File: src/rtl/serial_subtractor.sv
// rtl/serial_subtractor.sv - multi-cycle a - b - bin, DIGIT bits per clock, LSB digit first
module serial_subtractor #(
    parameter int WIDTH = 8,
    parameter int DIGIT = 1
) (
    input  logic             clk,
    input  logic             rst,
    input  logic             start,
    input  logic [WIDTH-1:0] a,
    input  logic [WIDTH-1:0] b,
    input  logic             bin,
    output logic             busy,
    output logic             done,
    output logic [WIDTH-1:0] diff,
    output logic             brw,
    output logic             ovf
);

    localparam int NSTEP = WIDTH / DIGIT;
    localparam int CW    = $clog2(NSTEP) + 1;

    generate
        if (WIDTH < 2 || DIGIT < 1 || (WIDTH % DIGIT) != 0) begin : g_bad_param
            $error("serial_subtractor: WIDTH must be >= 2 and a multiple of DIGIT");
        end
    endgenerate

    typedef enum logic [0:0] {
        IDLE = 1'b0,
        RUN  = 1'b1
    } state_t;

    state_t           state;
    logic [WIDTH-1:0] a_sr;
    logic [WIDTH-1:0] b_sr;
    logic [WIDTH-1:0] r_sr;
    logic             borrow_q;
    logic [CW-1:0]    step;

    logic [DIGIT:0]   c;
    logic [DIGIT-1:0] dig;
    logic [WIDTH-1:0] r_next;
    logic             last;

    // One digit of full-subtractor cells; c[i] is the borrow into cell i.
    always_comb begin
        c    = '0;
        dig  = '0;
        c[0] = borrow_q;
        for (int i = 0; i < DIGIT; i++) begin
            dig[i]   = a_sr[i] ^ b_sr[i] ^ c[i];
            c[i+1]   = (~a_sr[i] & b_sr[i]) | (~(a_sr[i] ^ b_sr[i]) & c[i]);
        end
        r_next = (r_sr >> DIGIT) | (WIDTH'(dig) << (WIDTH - DIGIT));
        last   = (step == CW'(NSTEP - 1));
    end

    always_ff @(posedge clk) begin
        if (rst) begin
            state    <= IDLE;
            busy     <= 1'b0;
            done     <= 1'b0;
            diff     <= '0;
            brw      <= 1'b0;
            ovf      <= 1'b0;
            a_sr     <= '0;
            b_sr     <= '0;
            r_sr     <= '0;
            borrow_q <= 1'b0;
            step     <= '0;
        end else begin
            done <= 1'b0;
            case (state)
                IDLE: begin
                    if (start) begin
                        a_sr     <= a;
                        b_sr     <= b;
                        r_sr     <= '0;
                        borrow_q <= bin;
                        step     <= '0;
                        busy     <= 1'b1;
                        state    <= RUN;
                    end
                end
                RUN: begin
                    a_sr     <= a_sr >> DIGIT;
                    b_sr     <= b_sr >> DIGIT;
                    r_sr     <= r_next;
                    borrow_q <= c[DIGIT];
                    step     <= step + 1'b1;
                    // On the last digit its top cell is the word MSB.
                    if (last) begin
                        diff  <= r_next;
                        brw   <= c[DIGIT];
                        ovf   <= c[DIGIT-1] ^ c[DIGIT];
                        done  <= 1'b1;
                        busy  <= 1'b0;
                        state <= IDLE;
                    end
                end
                default: state <= IDLE;
            endcase
        end
    end

endmodule

File: config.mk
export PLATFORM = sky130hd
export DESIGN_NAME = serial_subtractor
export DESIGN_NICKNAME = d
export VERILOG_FILES = /design/src/rtl/serial_subtractor.sv
export SDC_FILE = /design/constraint.sdc
export NUM_CORES = 1
export LEC_CHECK = 0
export ABC_AREA = 1
export CAP_MARGIN = 5
export CORE_ASPECT_RATIO = 0.8
export CORE_MARGIN = 2
export CORE_UTILIZATION = 50
export DETAILED_ROUTE_END_ITERATION = 10
export PLACE_DENSITY_LB_ADDON = 0.3
export SLEW_MARGIN = 25
export SYNTH_ARGS = -nofsm -noshare
export SYNTH_HDL_FRONTEND = slang
export SYNTH_SLANG_ARGS = --single-unit
File: constraint.sdc
create_clock -name clk -period 1.95 [get_ports clk]
set_clock_uncertainty 0.05 [all_clocks]
set_input_delay 0.39 -clock clk [delete_from_list [all_inputs] [get_ports clk]]
set_output_delay 0.39 -clock clk [all_outputs]
set_load 0.01 [all_outputs]
---- After elaboration in Yosys (flattened, before gate mapping) ----
Index checks and enable logic that the tools add are counted.
cells by class
  bitwise gates (word level) .............. 10
  $add $sub $neg .......................... 1
  reductions and logical operators ........ 3
  equality and inequality tests ........... 3
  multiplexer cells ....................... 17
operator list
  kind                                           number
  one-hot mux 8 bit (2 select lines)             3
  two-way mux 8 bit                              3
  OR 7 x 8 -> 8 bit                              1
  one-hot mux 4 bit (2 select lines)             1
  two-way mux 1 bit                              6
  one-hot mux 1 bit (2 select lines)             3
  adder 4 x 1 -> 4 bit, second input constant    1
  == test 4 x 3 -> 1 bit, second input constant  1
  two-way mux 4 bit                              1
  AND reduction 2 bit                            2
  inverter 1 bit                                 3
  bitwise XOR 1 bit                              3
  AND 1 bit                                      2
  != test 2 x 1 -> 1 bit, second input constant  1
  != test 2 bit, second input constant           1
  OR reduction 2 bit                             1
  OR 1 bit                                       1
storage, ports and cells
  bits of input ports ..................... 20
  bits in registers ....................... 42
  word-level logic and storage cells ...... 45

---- Logic depth before layout (Yosys ltp) ----
Gate-level depths: netlist (run 1).
  word-level depth ........................ 5
  depth in mapped cells ................... 7
  mapped depth without buffers ............ 7

---- Worst setup path before layout (run 1) ----
OpenSTA, ideal clock, no wires.
  kind .................................... register to register
  start ................................... register borrow_q
  end ..................................... register ovf
  arrival time ............................ 1.001 ns
  clock period less this slack ............ 1.164 ns
  buffers on the path ..................... 0
  slack ................................... 0.786 ns
  stages on the path, launching flop included .. 6
  library setup time ...................... 0.113 ns
  required time ........................... 1.787 ns
  path through ............................ dfxtp_1 > inv_1 > fa_1 > xnor2_1 > nand2_1 > nand2_1
between the ends
  word-level cells in the longest chain between the ends .. 3
ends and longest elaborated chain
  element                 line  RTL
  start, declared         37    logic borrow_q;
  start signal, assigned  79    borrow_q <= bin;
  start signal, assigned  89    borrow_q <= c[DIGIT];
  AND 1 bit               52    c[i+1] = (~a_sr[i] & b_sr[i]) | (~(a_sr[i] ^ b_sr[i]) & c[i]);
  OR 1 bit                52
  bitwise XOR 1 bit *     95    ovf <= c[DIGIT-1] ^ c[DIGIT];
  end signal, assigned    95
  end, declared           16    output logic ovf
Mark *: on every way between the ends. The rest lies on a longest branch, timed or not.
A chain may end at the register's enable or synchronous reset.

---- Worst setup path after layout (run 1) ----
  start ................................... register state
  end ..................................... register state
between the ends
  word-level cells in the longest chain between the ends .. 2
ends and longest elaborated chain
  element                               line  RTL
  start, declared                       33    state_t state;
  start signal, assigned                60    state <= IDLE;
  start signal, assigned                82    state <= RUN;
  start signal, assigned                98    state <= IDLE;
  inverter 1 bit (no source line)       -
  one-hot mux 1 bit (2 select lines) *  73    case (state)
Marked as above.

==> metrics.md, run 1 <==
| Metric | Value |
|---|---|
| Outcome | complete, no violations |
| Worst setup EP type | register |
| Final nets | 293 |
| Core ar. | 3376 um2 |
| HP Class | reg -> reg |
| Setup crit start kind | register |
| Largest net degree at the start of global routing | 28 |
| IO Count | 32 |
| # port buffers | 31 |
| Avg WL per Cell | 10.62 um |
| Share of the synthesized area in the top cell type | 47.26% |
| Area delta synth->final | 24.71% |
| Flip-flop and latch area | 820.8 um2 |
| Max-slew headroom | 60.95% |
| Fill cells | 321 |
| Die ar. | 3964 um2 |
| Number of global-route vias before repair | 1439 |
| TritonCTS Sinks | 41 |
| MaxCap Viol Count | 0 |
| Initial antenna violation count | 0 |
| Multi-input gate area | 734.5 um2 |
| Total grt overflow | 0 |
| Synthesized cell area | 1737 um2 |
| Tot GR Track Use | 19.19% |
| RSZ-0062 raised after global routing | no |
| Clock Pin Slew Worst Setup and Hold Paths | 80 ps |
| Yosys cell types | 19 |
| Clock Path Buffers | 2 |
| Diodes inserted | 0 |
| FF+latch count, synth | 41 |
| DRT iter0 DRCs | 92 |
| Hpwl dp | 2332 um |
| Post-synth top area cell | dfxtp_1 |
| TNS Setup | 0 ps |
| Clk_lat worst skew | 290 ps |
| Syn Nets | 263 |
| Detailed Route WL | 3336 um |
| Ys Warns | 0 |
| DR pass1 iterations | 5 |
| Hold buffer count at cts | 0 |
| Synth Area per Inst | 7.206 um2 |
| Final Cycle Share | 88.15% |
| Maximum vdd ir drop | 0.5255 mV |
| H-Tree Depth | 2 |
| Most frequent cells in the layout | nand2_1 (93), nand3_1 (41), dfxtp_1 (41) |
| Hold WS | 404.2 ps |
| Starting Density | 51.45% |
| Final Wtd Congestion | 0.7773 |
| Antenna Nets Post-Route | 0 |
| Worst slew pin tran | 585.0 ps |
| Leak Pwr | 0.001002 uW |
| Cts repair resizes | 0 |
| CP arrival | 1840 ps |
| Crit Path Class | reg -> reg |
| Seq/Total Area, Yosys | 47.26% |
| Max frequency | 581.7 MHz |
| Num CTS Buffers | 5 |
| Total power | 1760 uW |
| Vias per cell | 4.850 |
| Count of final setup violators | 0 |
| Min cycle time layout | 1719 ps |
| Pwr Density | 812.7 nW/um2 |
| Critical Path RT | 2070 ps |
| Vias | 1523 |
| Final hold viol count | 0 |
| CP max FO | 15 |
| Die height | 56.72 um |
| CTS root buf | clkbuf_8 |
| Setup bufs post-CTS | 0 |
| Final Max Slew Viols | 0 |
| Share of cells above drive strength 1 | 6.250% |
| Die Wd | 69.89 um |
| First-pass GRT wire length | 6051 um |
| Area contributors post-synth | dfxtp_1 (47%), nand2_1 (20%), nand3_1 (12%), inv_1 (4.8%), a21oi_1 (3.7%) |
| Reg2reg setup slack | 230 ps |
| Commonest non-fill, non-tap cell in the layout | nand2_1 |
| TritonCTS clock tree | built |
| Drt drc | 0 |
| Instance count of the mapped netlist | 241 |
| FP Rows | 19 |
## final timing paths
kind,from,end,cells past startpoint
worst min-delay path,r_sr[1],diff[0],2
worst max-delay path,state,state,3
worst max register to register,state,state,3
worst min register to register,r_sr[1],diff[0],2
## power by group
part	internal, uW	switching (uW)
combinational	83.7	91.4
clock	417	280
sequential	865	22.8
total	1370	394
## cell usage after synthesis (all sizes together)
| cell type | number |
|---|---|
| a21oi | 13 |
| buf | 13 |
| clkbuf | 1 |
| dfxtp | 41 |
| fa | 1 |
| ha | 1 |
| inv | 23 |
| nand2 | 94 |
| nand3 | 41 |
| nand4 | 1 |
| nor2 | 10 |
| o21ai | 1 |
| xnor2 | 1 |
## metrics by stage
stage	worst slack (ps)	instances	cell area, um2	util, %
after floorplan	785.8	241	1737	-
after global placement	230.7	306	2049	60.71
after detailed placement	196.0	306	2049	60.71
after CTS	250.0	314	2166	64.16
after global routing	60.75	314	2166	64.16
final	231.0	314	2166	64.16
## layer usage
layer / global-route usage [%] / up-vias / part of all wire, %
li1: - / 809 / -
met2: 30.88 / 28 / 44
met3: 5.925 / 7 / 4.3
met1: 24.19 / 679 / 50
met4: 7.418 / 0 / 1.8
met5: 0 / - / 0
## layout make-up
class / instances / area share (%)
well taps: 42 / 2.426
repair buffers: 37 / 16.41
multi-input cells: 163 / 33.91
flip-flops and latches: 41 / 37.90
clock buffers: 7 / 3.986
clock inverters: 1 / 1.386
inverters: 23 / 3.986
## registers in the layout (all words and copies together), names as in the netlist
register / flops
ovf: 1
b_sr: 8
a_sr: 8
step: 4
borrow_q: 1
r_sr: 7
state: 1
diff: 8
busy: 1
brw: 1
done: 1
## worst max-delay path: stages (launching register included)
cell and delay, ps:
dfxtp_1 690, nand4_1 530, nand2_1 260, nor2_1 60
## cells by family after synthesis
family	Yosys count	synth area share (%)
and+or+nand+nor	146	35.88
adders and majority gates	2	1.873
DFF	41	47.26
buffers and inverters	37	10.45
AOI/OAI and AO/OA	14	4.034
xor gates and xnor gates	1	0.5044
Note: power is estimated with default switching activity, not from simulation.
==> inputs of run 2 (changes only) <==
--- a/constraint.sdc
+++ b/constraint.sdc
@@ -4,2 +4,2 @@
 set_output_delay 0.39 -clock clk [all_outputs]
-set_load 0.01 [all_outputs]
+set_load 0.02 [all_outputs]
==> results of run 2 <==
The final DEF is identical to that of run 1. Status: complete, no violations.
Among the figures that moved: total power 1760 uW -> 1761 uW
